[config.mk]
export PLATFORM = sky130hd
export DESIGN_NAME = spi_param_interface_flat
export DESIGN_NICKNAME = d
export VERILOG_FILES = /design/src/rtl/spi_param_interface_pkg.sv /design/src/rtl/spi_param_interface_if.sv /design/src/rtl/spi_param_interface_byte_shifter.sv /design/src/rtl/spi_param_interface.sv /design/src/flat_wrapper.sv
export SDC_FILE = /design/constraint.sdc
export NUM_CORES = 2
export LEC_CHECK = 0
export ABC_AREA = 1
export ABC_CLOCK_PERIOD_IN_PS = 46500
export CELL_PAD_IN_SITES_DETAIL_PLACEMENT = 1
export CELL_PAD_IN_SITES_GLOBAL_PLACEMENT = 2
export CORE_AREA = 2 2 511 513
export DETAILED_ROUTE_END_ITERATION = 12
export DIE_AREA = 0 0 513 515
export GPL_ROUTABILITY_DRIVEN = 0
export MAX_ROUTING_LAYER = met4
export PLACE_DENSITY_LB_ADDON = 0.15
export SYNTH_ARGS = -nofsm -noshare
export SYNTH_HDL_FRONTEND = slang
export SYNTH_SLANG_ARGS = --single-unit
[constraint.sdc]
create_clock -name SCLK -period 46.5 [get_ports SCLK]
set_clock_uncertainty 0.1 [all_clocks]
set_input_delay 6.975 -clock SCLK [delete_from_list [all_inputs] [get_ports SCLK]]
set_output_delay 6.975 -clock SCLK [all_outputs]
set_load 0.01 [all_outputs]
[src/rtl/spi_param_interface_pkg.sv]
`default_nettype none
// ============================================================================
// Module   : spi_if_pkg
// Purpose  : Shared opcode values and frame-FSM state encoding for the
//            parametrised SPI configuration slave.
// Ports    : none (package)
// Revision : 1.0 - initial release
// ============================================================================
package spi_if_pkg;

   localparam logic [7:0] OP_READ      = 8'h00;
   localparam logic [7:0] OP_WR        = 8'h01;
   localparam logic [7:0] OP_WR_CLKDIV = 8'h05;
   localparam logic [7:0] OP_WR_SPIKE  = 8'h07;
   localparam logic [7:0] OP_WR_DEBUG  = 8'h09;
   localparam logic [7:0] OP_BURST_WR  = 8'h0B;
   localparam logic [7:0] OP_BURST_RD  = 8'h0C;
   localparam logic [7:0] OP_CLR_ERR   = 8'h0F;

   typedef enum logic [2:0] {
      ST_ADDR_H = 3'd0,
      ST_ADDR_L = 3'd1,
      ST_OP     = 3'd2,
      ST_DATA   = 3'd3,
      ST_BURST  = 3'd4
   } state_t;

endpackage
`default_nettype wire

[src/rtl/spi_param_interface_if.sv]
`default_nettype none
// ============================================================================
// Module   : spi_param_interface_if
// Purpose  : SPI serial bus bundle (frame select, data in, data out).
// Signals  : SS   - active-low byte frame select (master -> slave)
//            MOSI - serial data, MSB first     (master -> slave)
//            MISO - serial data, MSB first     (slave  -> master)
// Revision : 1.0 - initial release
// ============================================================================
interface spi_param_interface_if;
   logic SS;
   logic MOSI;
   logic MISO;

   modport slave  (input SS, input MOSI, output MISO);
   modport master (output SS, output MOSI, input MISO);
endinterface
`default_nettype wire

[src/rtl/spi_param_interface_byte_shifter.sv]
`default_nettype none
// ============================================================================
// Module   : spi_byte_shifter
// Purpose  : Byte framing for the SPI slave: RX/TX shift registers and bit
//            counter. A byte completes on the 8th SS-low rising edge.
// Ports    : clk, rst     - SPI clock, async active-high reset
//            i_ss, i_mosi - frame select (active low), serial data in
//            i_tx_data    - byte loaded into TX on byte completion
//            o_rx_byte    - completed byte (valid while o_byte_done)
//            o_byte_done  - high during the cycle whose edge completes a byte
//            o_miso       - TX shifter MSB
// Revision : 1.0 - initial release
// ============================================================================
module spi_byte_shifter (
   input  logic       clk,
   input  logic       rst,
   input  logic       i_ss,
   input  logic       i_mosi,
   input  logic [7:0] i_tx_data,
   output logic [7:0] o_rx_byte,
   output logic       o_byte_done,
   output logic       o_miso
);
   logic [2:0] r_bit_cnt;
   logic [6:0] r_rx;
   logic [7:0] r_tx;

   // The completing edge samples the 8th bit directly from MOSI so the
   // whole byte is usable by the FSM on that same edge.
   assign o_byte_done = ~i_ss & (r_bit_cnt == 3'd7);
   assign o_rx_byte   = {r_rx, i_mosi};
   assign o_miso      = r_tx[7];

   always_ff @(posedge clk or posedge rst) begin
      if (rst) begin
         r_bit_cnt <= 3'd0;
         r_rx      <= 7'd0;
         r_tx      <= 8'd0;
      end else begin
         // SS high discards any partial byte
         if (i_ss) begin
            r_bit_cnt <= 3'd0;
         end else begin
            r_bit_cnt <= r_bit_cnt + 3'd1;
            r_rx      <= {r_rx[5:0], i_mosi};
         end
         // Reload every byte; a zero load keeps MISO low when not reading
         if (o_byte_done) begin
            r_tx <= i_tx_data;
         end else if (!i_ss) begin
            r_tx <= {r_tx[6:0], 1'b0};
         end
      end
   end
endmodule
`default_nettype wire

[src/rtl/spi_param_interface.sv]
`default_nettype none
// ============================================================================
// Module   : spi_param_interface
// Purpose  : SPI configuration slave writing a parametrised byte memory with
//            read-back, burst access and sticky error flags.
// Ports    : SCLK, RESET                - clock, async active-high reset
//            spi (slave modport)        - SS / MOSI / MISO
//            all_data_out               - memory image, byte k at [8k+7:8k]
//            clk_div/input_spike/debug_config_ready_reg_out - 1-cycle pulses
//            data_valid_out             - 1-cycle pulse per committed write
//            spi_instruction_done       - 1-cycle pulse after final byte
//            err_sticky                 - [0] addr out of range, [1] bad op
// Revision : 1.0 - initial release
// ============================================================================
module spi_param_interface
   import spi_if_pkg::*;
#(
   parameter int MEM_BYTES   = 164,
   parameter int ADDR_W      = 16,
   parameter int SPIKE_BYTES = 3,
   parameter int CLKDIV_ADDR = 6,
   parameter int DEBUG_ADDR  = 163
) (
   input  logic                   SCLK,
   input  logic                   RESET,
   spi_param_interface_if.slave   spi,
   output logic [MEM_BYTES*8-1:0] all_data_out,
   output logic                   clk_div_ready_reg_out,
   output logic                   input_spike_ready_reg_out,
   output logic                   debug_config_ready_reg_out,
   output logic                   data_valid_out,
   output logic                   spi_instruction_done,
   output logic [1:0]             err_sticky
);
   localparam int                IDX_W        = $clog2(MEM_BYTES);
   localparam logic [ADDR_W:0]   c_mem_limit  = (ADDR_W+1)'(MEM_BYTES);
   localparam logic [ADDR_W-1:0] c_clkdiv     = ADDR_W'(CLKDIV_ADDR);
   localparam logic [ADDR_W-1:0] c_spike_last = ADDR_W'(SPIKE_BYTES - 1);
   localparam logic [ADDR_W-1:0] c_debug      = ADDR_W'(DEBUG_ADDR);

   logic [7:0]        w_rx_byte, w_tx_data, w_rd_byte;
   logic              w_byte_done, w_miso;
   state_t            r_state, w_state_nxt;
   logic [7:0]        r_addr_h, w_addr_h_nxt, r_op, w_op_nxt, r_cnt, w_cnt_nxt;
   logic [ADDR_W-1:0] r_addr, w_addr_nxt, w_rd_addr;
   logic              w_wr_ok, w_rd_ok, w_wr_en, w_err_clr;
   logic              w_dv, w_ck, w_sp, w_dbg, w_done;
   logic [1:0]        w_err_set, r_err;
   logic              r_dv, r_ck, r_sp, r_dbg, r_done;
   logic [7:0]        r_mem [MEM_BYTES];

   spi_byte_shifter u_shifter (
      .clk         (SCLK),
      .rst         (RESET),
      .i_ss        (spi.SS),
      .i_mosi      (spi.MOSI),
      .i_tx_data   (w_tx_data),
      .o_rx_byte   (w_rx_byte),
      .o_byte_done (w_byte_done),
      .o_miso      (w_miso)
   );
   assign spi.MISO = w_miso;

   // During a burst the TX load prepares the byte after the current one
   assign w_rd_addr = (r_state == ST_BURST) ? r_addr + ADDR_W'(1) : r_addr;
   assign w_rd_ok   = {1'b0, w_rd_addr} < c_mem_limit;
   assign w_wr_ok   = {1'b0, r_addr} < c_mem_limit;
   assign w_rd_byte = w_rd_ok ? r_mem[w_rd_addr[IDX_W-1:0]] : 8'h00;

   always_ff @(posedge SCLK or posedge RESET) begin
      if (RESET) begin
         r_state  <= ST_ADDR_H;
         r_addr_h <= 8'h00;
         r_addr   <= '0;
         r_op     <= 8'h00;
         r_cnt    <= 8'h00;
      end else begin
         r_state  <= w_state_nxt;
         r_addr_h <= w_addr_h_nxt;
         r_addr   <= w_addr_nxt;
         r_op     <= w_op_nxt;
         r_cnt    <= w_cnt_nxt;
      end
   end

   always_comb begin
      w_state_nxt  = r_state;
      w_addr_h_nxt = r_addr_h;
      w_addr_nxt   = r_addr;
      w_op_nxt     = r_op;
      w_cnt_nxt    = r_cnt;
      w_tx_data    = 8'h00;
      w_wr_en      = 1'b0;
      w_dv         = 1'b0;
      w_ck         = 1'b0;
      w_sp         = 1'b0;
      w_dbg        = 1'b0;
      w_done       = 1'b0;
      w_err_set    = 2'b00;
      w_err_clr    = 1'b0;
      if (w_byte_done) begin
         case (r_state)
            ST_ADDR_H: begin
               w_addr_h_nxt = w_rx_byte;
               w_state_nxt  = ST_ADDR_L;
            end
            ST_ADDR_L: begin
               w_addr_nxt  = ADDR_W'({r_addr_h, w_rx_byte});
               w_state_nxt = ST_OP;
            end
            ST_OP: begin
               w_op_nxt    = w_rx_byte;
               w_state_nxt = ST_DATA;
               if (w_rx_byte == OP_READ) begin
                  w_tx_data    = w_rd_byte;
                  w_err_set[0] = ~w_rd_ok;
               end
            end
            ST_DATA: begin
               w_state_nxt = ST_ADDR_H;
               w_done      = 1'b1;
               case (r_op)
                  OP_READ: ;
                  OP_WR, OP_WR_CLKDIV, OP_WR_SPIKE, OP_WR_DEBUG: begin
                     if (w_wr_ok) begin
                        w_wr_en = 1'b1;
                        w_dv    = 1'b1;
                        w_ck    = (r_op == OP_WR_CLKDIV) && (r_addr == c_clkdiv);
                        w_sp    = (r_op == OP_WR_SPIKE)  && (r_addr == c_spike_last);
                        w_dbg   = (r_op == OP_WR_DEBUG)  && (r_addr == c_debug);
                     end else begin
                        w_err_set[0] = 1'b1;
                     end
                  end
                  OP_BURST_WR, OP_BURST_RD: begin
                     if (w_rx_byte != 8'h00) begin
                        w_state_nxt = ST_BURST;
                        w_cnt_nxt   = w_rx_byte;
                        w_done      = 1'b0;
                        if (r_op == OP_BURST_RD) begin
                           w_tx_data    = w_rd_byte;
                           w_err_set[0] = ~w_rd_ok;
                        end
                     end
                  end
                  OP_CLR_ERR: w_err_clr = 1'b1;
                  default:    w_err_set[1] = 1'b1;
               endcase
            end
            ST_BURST: begin
               w_addr_nxt = r_addr + ADDR_W'(1);
               w_cnt_nxt  = r_cnt - 8'd1;
               if (r_op == OP_BURST_WR) begin
                  if (w_wr_ok) begin
                     w_wr_en = 1'b1;
                     w_dv    = 1'b1;
                  end else begin
                     w_err_set[0] = 1'b1;
                  end
               end else if (r_cnt != 8'd1) begin
                  w_tx_data    = w_rd_byte;
                  w_err_set[0] = ~w_rd_ok;
               end
               if (r_cnt == 8'd1) begin
                  w_state_nxt = ST_ADDR_H;
                  w_done      = 1'b1;
               end
            end
            default: w_state_nxt = ST_ADDR_H;
         endcase
      end
   end

   always_ff @(posedge SCLK or posedge RESET) begin
      if (RESET) begin
         for (int k = 0; k < MEM_BYTES; k++) r_mem[k] <= 8'h00;
         r_err  <= 2'b00;
         r_dv   <= 1'b0;
         r_ck   <= 1'b0;
         r_sp   <= 1'b0;
         r_dbg  <= 1'b0;
         r_done <= 1'b0;
      end else begin
         if (w_wr_en) r_mem[r_addr[IDX_W-1:0]] <= w_rx_byte;
         r_err  <= w_err_clr ? 2'b00 : (r_err | w_err_set);
         r_dv   <= w_dv;
         r_ck   <= w_ck;
         r_sp   <= w_sp;
         r_dbg  <= w_dbg;
         r_done <= w_done;
      end
   end

   generate
      for (genvar k = 0; k < MEM_BYTES; k++) begin : g_flat
         assign all_data_out[8*k +: 8] = r_mem[k];
      end
   endgenerate

   assign clk_div_ready_reg_out      = r_ck;
   assign input_spike_ready_reg_out  = r_sp;
   assign debug_config_ready_reg_out = r_dbg;
   assign data_valid_out             = r_dv;
   assign spi_instruction_done       = r_done;
   assign err_sticky                 = r_err;
endmodule
`default_nettype wire

[src/flat_wrapper.sv]
// flat-port wrapper written by rule: the top's interface ports become plain ports
module spi_param_interface_flat import spi_if_pkg::*;
#(
   parameter int MEM_BYTES   = 164,
   parameter int ADDR_W      = 16,
   parameter int SPIKE_BYTES = 3,
   parameter int CLKDIV_ADDR = 6,
   parameter int DEBUG_ADDR  = 163
)
  (SCLK, RESET, all_data_out, clk_div_ready_reg_out, input_spike_ready_reg_out, debug_config_ready_reg_out, data_valid_out, spi_instruction_done, err_sticky, spi_SS, spi_MOSI, spi_MISO);
  spi_param_interface_if spi_i ();
  input  logic SCLK;
  input  logic RESET;
  output logic [MEM_BYTES*8-1:0] all_data_out;
  output logic clk_div_ready_reg_out;
  output logic input_spike_ready_reg_out;
  output logic debug_config_ready_reg_out;
  output logic data_valid_out;
  output logic spi_instruction_done;
  output logic [1:0] err_sticky;
  input wire logic [$bits(spi_i.SS)-1:0] spi_SS;
  input wire logic [$bits(spi_i.MOSI)-1:0] spi_MOSI;
  output wire logic [$bits(spi_i.MISO)-1:0] spi_MISO;
  assign spi_i.SS = spi_SS;
  assign spi_i.MOSI = spi_MOSI;
  assign spi_MISO = spi_i.MISO;
  spi_param_interface #(.MEM_BYTES(MEM_BYTES), .ADDR_W(ADDR_W), .SPIKE_BYTES(SPIKE_BYTES), .CLKDIV_ADDR(CLKDIV_ADDR), .DEBUG_ADDR(DEBUG_ADDR)) u_core (.SCLK(SCLK), .RESET(RESET), .spi(spi_i), .all_data_out(all_data_out), .clk_div_ready_reg_out(clk_div_ready_reg_out), .input_spike_ready_reg_out(input_spike_ready_reg_out), .debug_config_ready_reg_out(debug_config_ready_reg_out), .data_valid_out(data_valid_out), .spi_instruction_done(spi_instruction_done), .err_sticky(err_sticky));
endmodule
==> flow_summary.json <==
{
  "relSlewSlack_pct": 20.62,
  "ys_warn_count": 0,
  "worstPathRequired_ps": 47220,
  "power_frac_seq_pct": 37.4,
  "reg2reg_depth": 23,
  "p_sw_share_pct": 33.53,
  "fp-row-count": 187,
  "r2r_end": "u_core.u_shifter.r_tx[1]",
  "drt.antenna.violating_nets": 0,
  "regArea_um2": 34530,
  "num_io_pins": 1324,
  "ys_types": 41,
  "ys_seq_area_share_pct": 52.63,
  "vias": 65475,
  "coreArea_um2": 258500,
  "drcViolationCount": 0,
  "ctsHoldBuffers": 0,
  "clock_sinks": 1380,
  "ys_top_cells_by_area": "dfrtp_1 (53%), nand2_1 (17%), nand3_1 (8.2%)",
  "avgSynthCellArea_um2": 8.020,
  "synth_edf_count": 0,
  "worst-slew-pin-transition_ps": 1191,
  "p_per_area_nw_per_um2": 37.04,
  "ys_ff_latch": 1380,
  "cts-htree-levels": 4,
  "reg2reg_slack_ps": 39970,
  "timing.rr.start": "u_core.r_addr[0]",
  "synth-main-ff-cell": "dfrtp_1",
  "arrival_ps": 11840,
  "status": "complete, no violations",
  "wl_mm": 404.9,
  "clk_path_buf_depth": 3,
  "hp-class": "register to register",
  "drive_gt1_share_pct": 5.973,
  "min_to": "u_core.u_shifter.r_bit_cnt[0]",
  "crit_path_start_kind": "primary input",
  "synth_top_area_cell": "dfrtp_1",
  "drv_slew": 0,
  "start_util_pct": 25.38,
  "end_kind": "async pin",
  "finalNetCount": 9144,
  "finalSetupTns_ps": 0,
  "placed_cell_area_um2": 81490,
  "grt_usage_pct": 30.72,
  "synth_common_cells": "nand2_1 (3028), dfrtp_1 (1380), nand3_1 (1069), o21ai_0 (973), o21ai_1 (433)",
  "path_class": "primary input to async pin",
  "n_fill_cell": 30248,
  "detail_route.vias_per_cell": 5.162,
  "pwr-share-clk_pct": 44.5,
  "cts-buffers-inserted": 178,
  "finalSetupViolations": 0,
  "cts_resized": 0,
  "layout_min_cycle_time_ps": 11120,
  "timing.fmax_mhz": 89.93,
  "grt_first_pass_wirelength_mm": 558.0,
  "dpl.hpwl_mm": 287.5,
  "die_y_um": 515,
  "vdd_ir_drop_max_uv": 37.87,
  "multi_input_area_um2": 27860,
  "overflow": 0,
  "initialDrtViolationCount": 5573,
  "async_flop_share_pct": 100.0,
  "worstHoldStart": "u_core.u_shifter.r_bit_cnt[0]",
  "port_buffers": 1323,
  "netlist_area_um2": 65620,
  "antenna_found_initial": 15,
  "path_max_fanout": 130,
  "die-area_um2": 264200,
  "clk_pin_slew_ps": 60,
  "yosysTopAreaCellShare_pct": 52.63,
  "maxCapViolations": 0,
  "internal_power_mw": 2.154,
  "syn_nets": 8194,
  "design_area_um2": 87470,
  "drt_first_pass_iters": 6,
  "worstSkewPairLatency_ps": 840,
  "leakagePower_nw": 36.29,
  "rsz0062_at_grt": "false",
  "yosysMostFrequentCell": "nand2_1",
  "min_path_cells": 1,
  "grt_pass1_vias": 65518,
  "cts_setup_buffers": 0,
  "cts_tree": "done",
  "syn_to_final_growth_pct": 33.30,
  "die_w_um": 513,
  "fin_crit_sh_pct": 23.91,
  "routedWlPerCell_um": 31.92,
  "grt_max_degree": 157,
  "cts_root_buf": "clkbuf_16",
  "synthCells": 8182,
  "p_comb_share_pct": 18.1,
  "power.switching_mw": 1.086,
  "hold_viol": 0
}
-- power by group through the flow --
stage | logic (mW) | registers [mW] | clock network, mW
finish | 0.586 | 1.21 | 1.44
global route | 0.623 | 1.21 | 1.51
CTS | 0.598 | 1.21 | 1.47
detailed placement | 0.597 | 1.23 | 0
global placement | 0.595 | 1.23 | 0
floorplan | 0.306 | 1.23 | 0
-- worst max-delay path, cell delays in order --
cell	delay (ps)
clkdlybuf4s50_1	500
inv_8	510
buf_4	800
buf_12	620
buf_4	640
buf_4	640
buf_4	830
-- flip-flops by register name, summed over array words and instances (netlist names) --
| name | cells |
|---|---|
| u_core.all_data_out | 1312 |
| u_core.r_addr | 16 |
| u_core.r_addr_h | 8 |
| u_core.r_cnt | 8 |
| u_core.r_op | 8 |
| u_core.u_shifter.r_tx | 8 |
| u_core.u_shifter.r_rx | 7 |
| u_core.r_state | 3 |
| u_core.u_shifter.r_bit_cnt | 3 |
| u_core.err_sticky | 2 |
| u_core.clk_div_ready_reg_out | 1 |
| u_core.data_valid_out | 1 |
| u_core.debug_config_ready_reg_out | 1 |
| u_core.input_spike_ready_reg_out | 1 |
| u_core.spi_instruction_done | 1 |
-- metal layers --
metal | GRT usage [%] | up-vias | part of all wire [%]
li1 | - | 29039 | -
met1 | 38.74 | 33837 | 43
met2 | 48.05 | 2094 | 46
met3 | 6.546 | 505 | 6.4
met4 | 11.90 | 0 | 4.5
met5 | - | - | 0
-- per-stage QoR --
stage / worst slack [ps] / std cells / hold slack [ps] / power [mW] / utilization [%]
3_3_place_gp: 34390 / 12354 / 315.3 / 1.828 / 31.52
6_report: 35380 / 12685 / 323.9 / 3.240 / 33.83
4_1_cts: 35250 / 12677 / 329.3 / 3.280 / 33.82
2_1_floorplan: 514.9 / 8182 / 303.1 / 1.539 / -
5_1_grt: 34750 / 12682 / 355.0 / 3.347 / 33.83
3_5_place_dp: 34360 / 12354 / 319.9 / 1.830 / 31.52
-- layout make-up --
cell class	instances	share of cell area [%]
Sequential cell	1380	39.48
Multi-Input combinational cell	5976	31.85
Timing Repair Buffer	1427	16.16
Clock buffer	265	6.007
Tap cell	3402	4.866
Inverter	169	0.8082
Clock inverter	58	0.8011
Antenna cell	8	0.02289
-- cell usage in the layout (no fill, tap or decap), types with 15 or more instances in the layout --
cell and n:
a21oi_1 92, buf_4 95, clkbuf_1 42, clkbuf_16 180, clkbuf_8 43, clkdlybuf4s50_1 1323, clkinv_2 33, dfrtp_1 1379
inv_1 149, nand2_1 3025, nand3_1 1068, nand3_4 17, nand4_1 47, nand4_2 25, nand4_4 65, nor2_1 137
nor2_4 15, o21ai_0 972, o21ai_1 432
-- logic make-up (layout without fill, tap and decap cells) --
kind of cell	Yosys count	count (layout)	synth area share (%)
adder cells (fa/ha/maj)	8	8	0.1526
other	0	8	0
XOR/XNOR	3	3	0.04005
flip-flops	1380	1380	52.63
AND/OR/NAND/NOR	4437	4437	30.16
AO/OA/AOI/OAI	1528	1528	11.74
buffers and inverters	826	1919	5.274
-- worst max path at each step --
| stage | slack [ps] | depth (start not counted) | endpoint | startpoint |
|---|---|---|---|---|
| final | 35380 | 7 | u_core.all_data_out[1101] | RESET |
| after global routing | 34750 | 7 | u_core.all_data_out[1219] | RESET |
| after CTS | 35250 | 7 | u_core.all_data_out[1310] | RESET |
| after detailed placement | 34360 | 7 | u_core.all_data_out[1217] | RESET |
| after global placement | 34390 | 7 | u_core.all_data_out[1223] | RESET |
| after floorplan | 510 | 1 | u_core.all_data_out[0] | RESET |
Power figures use the tool's default switching activity.
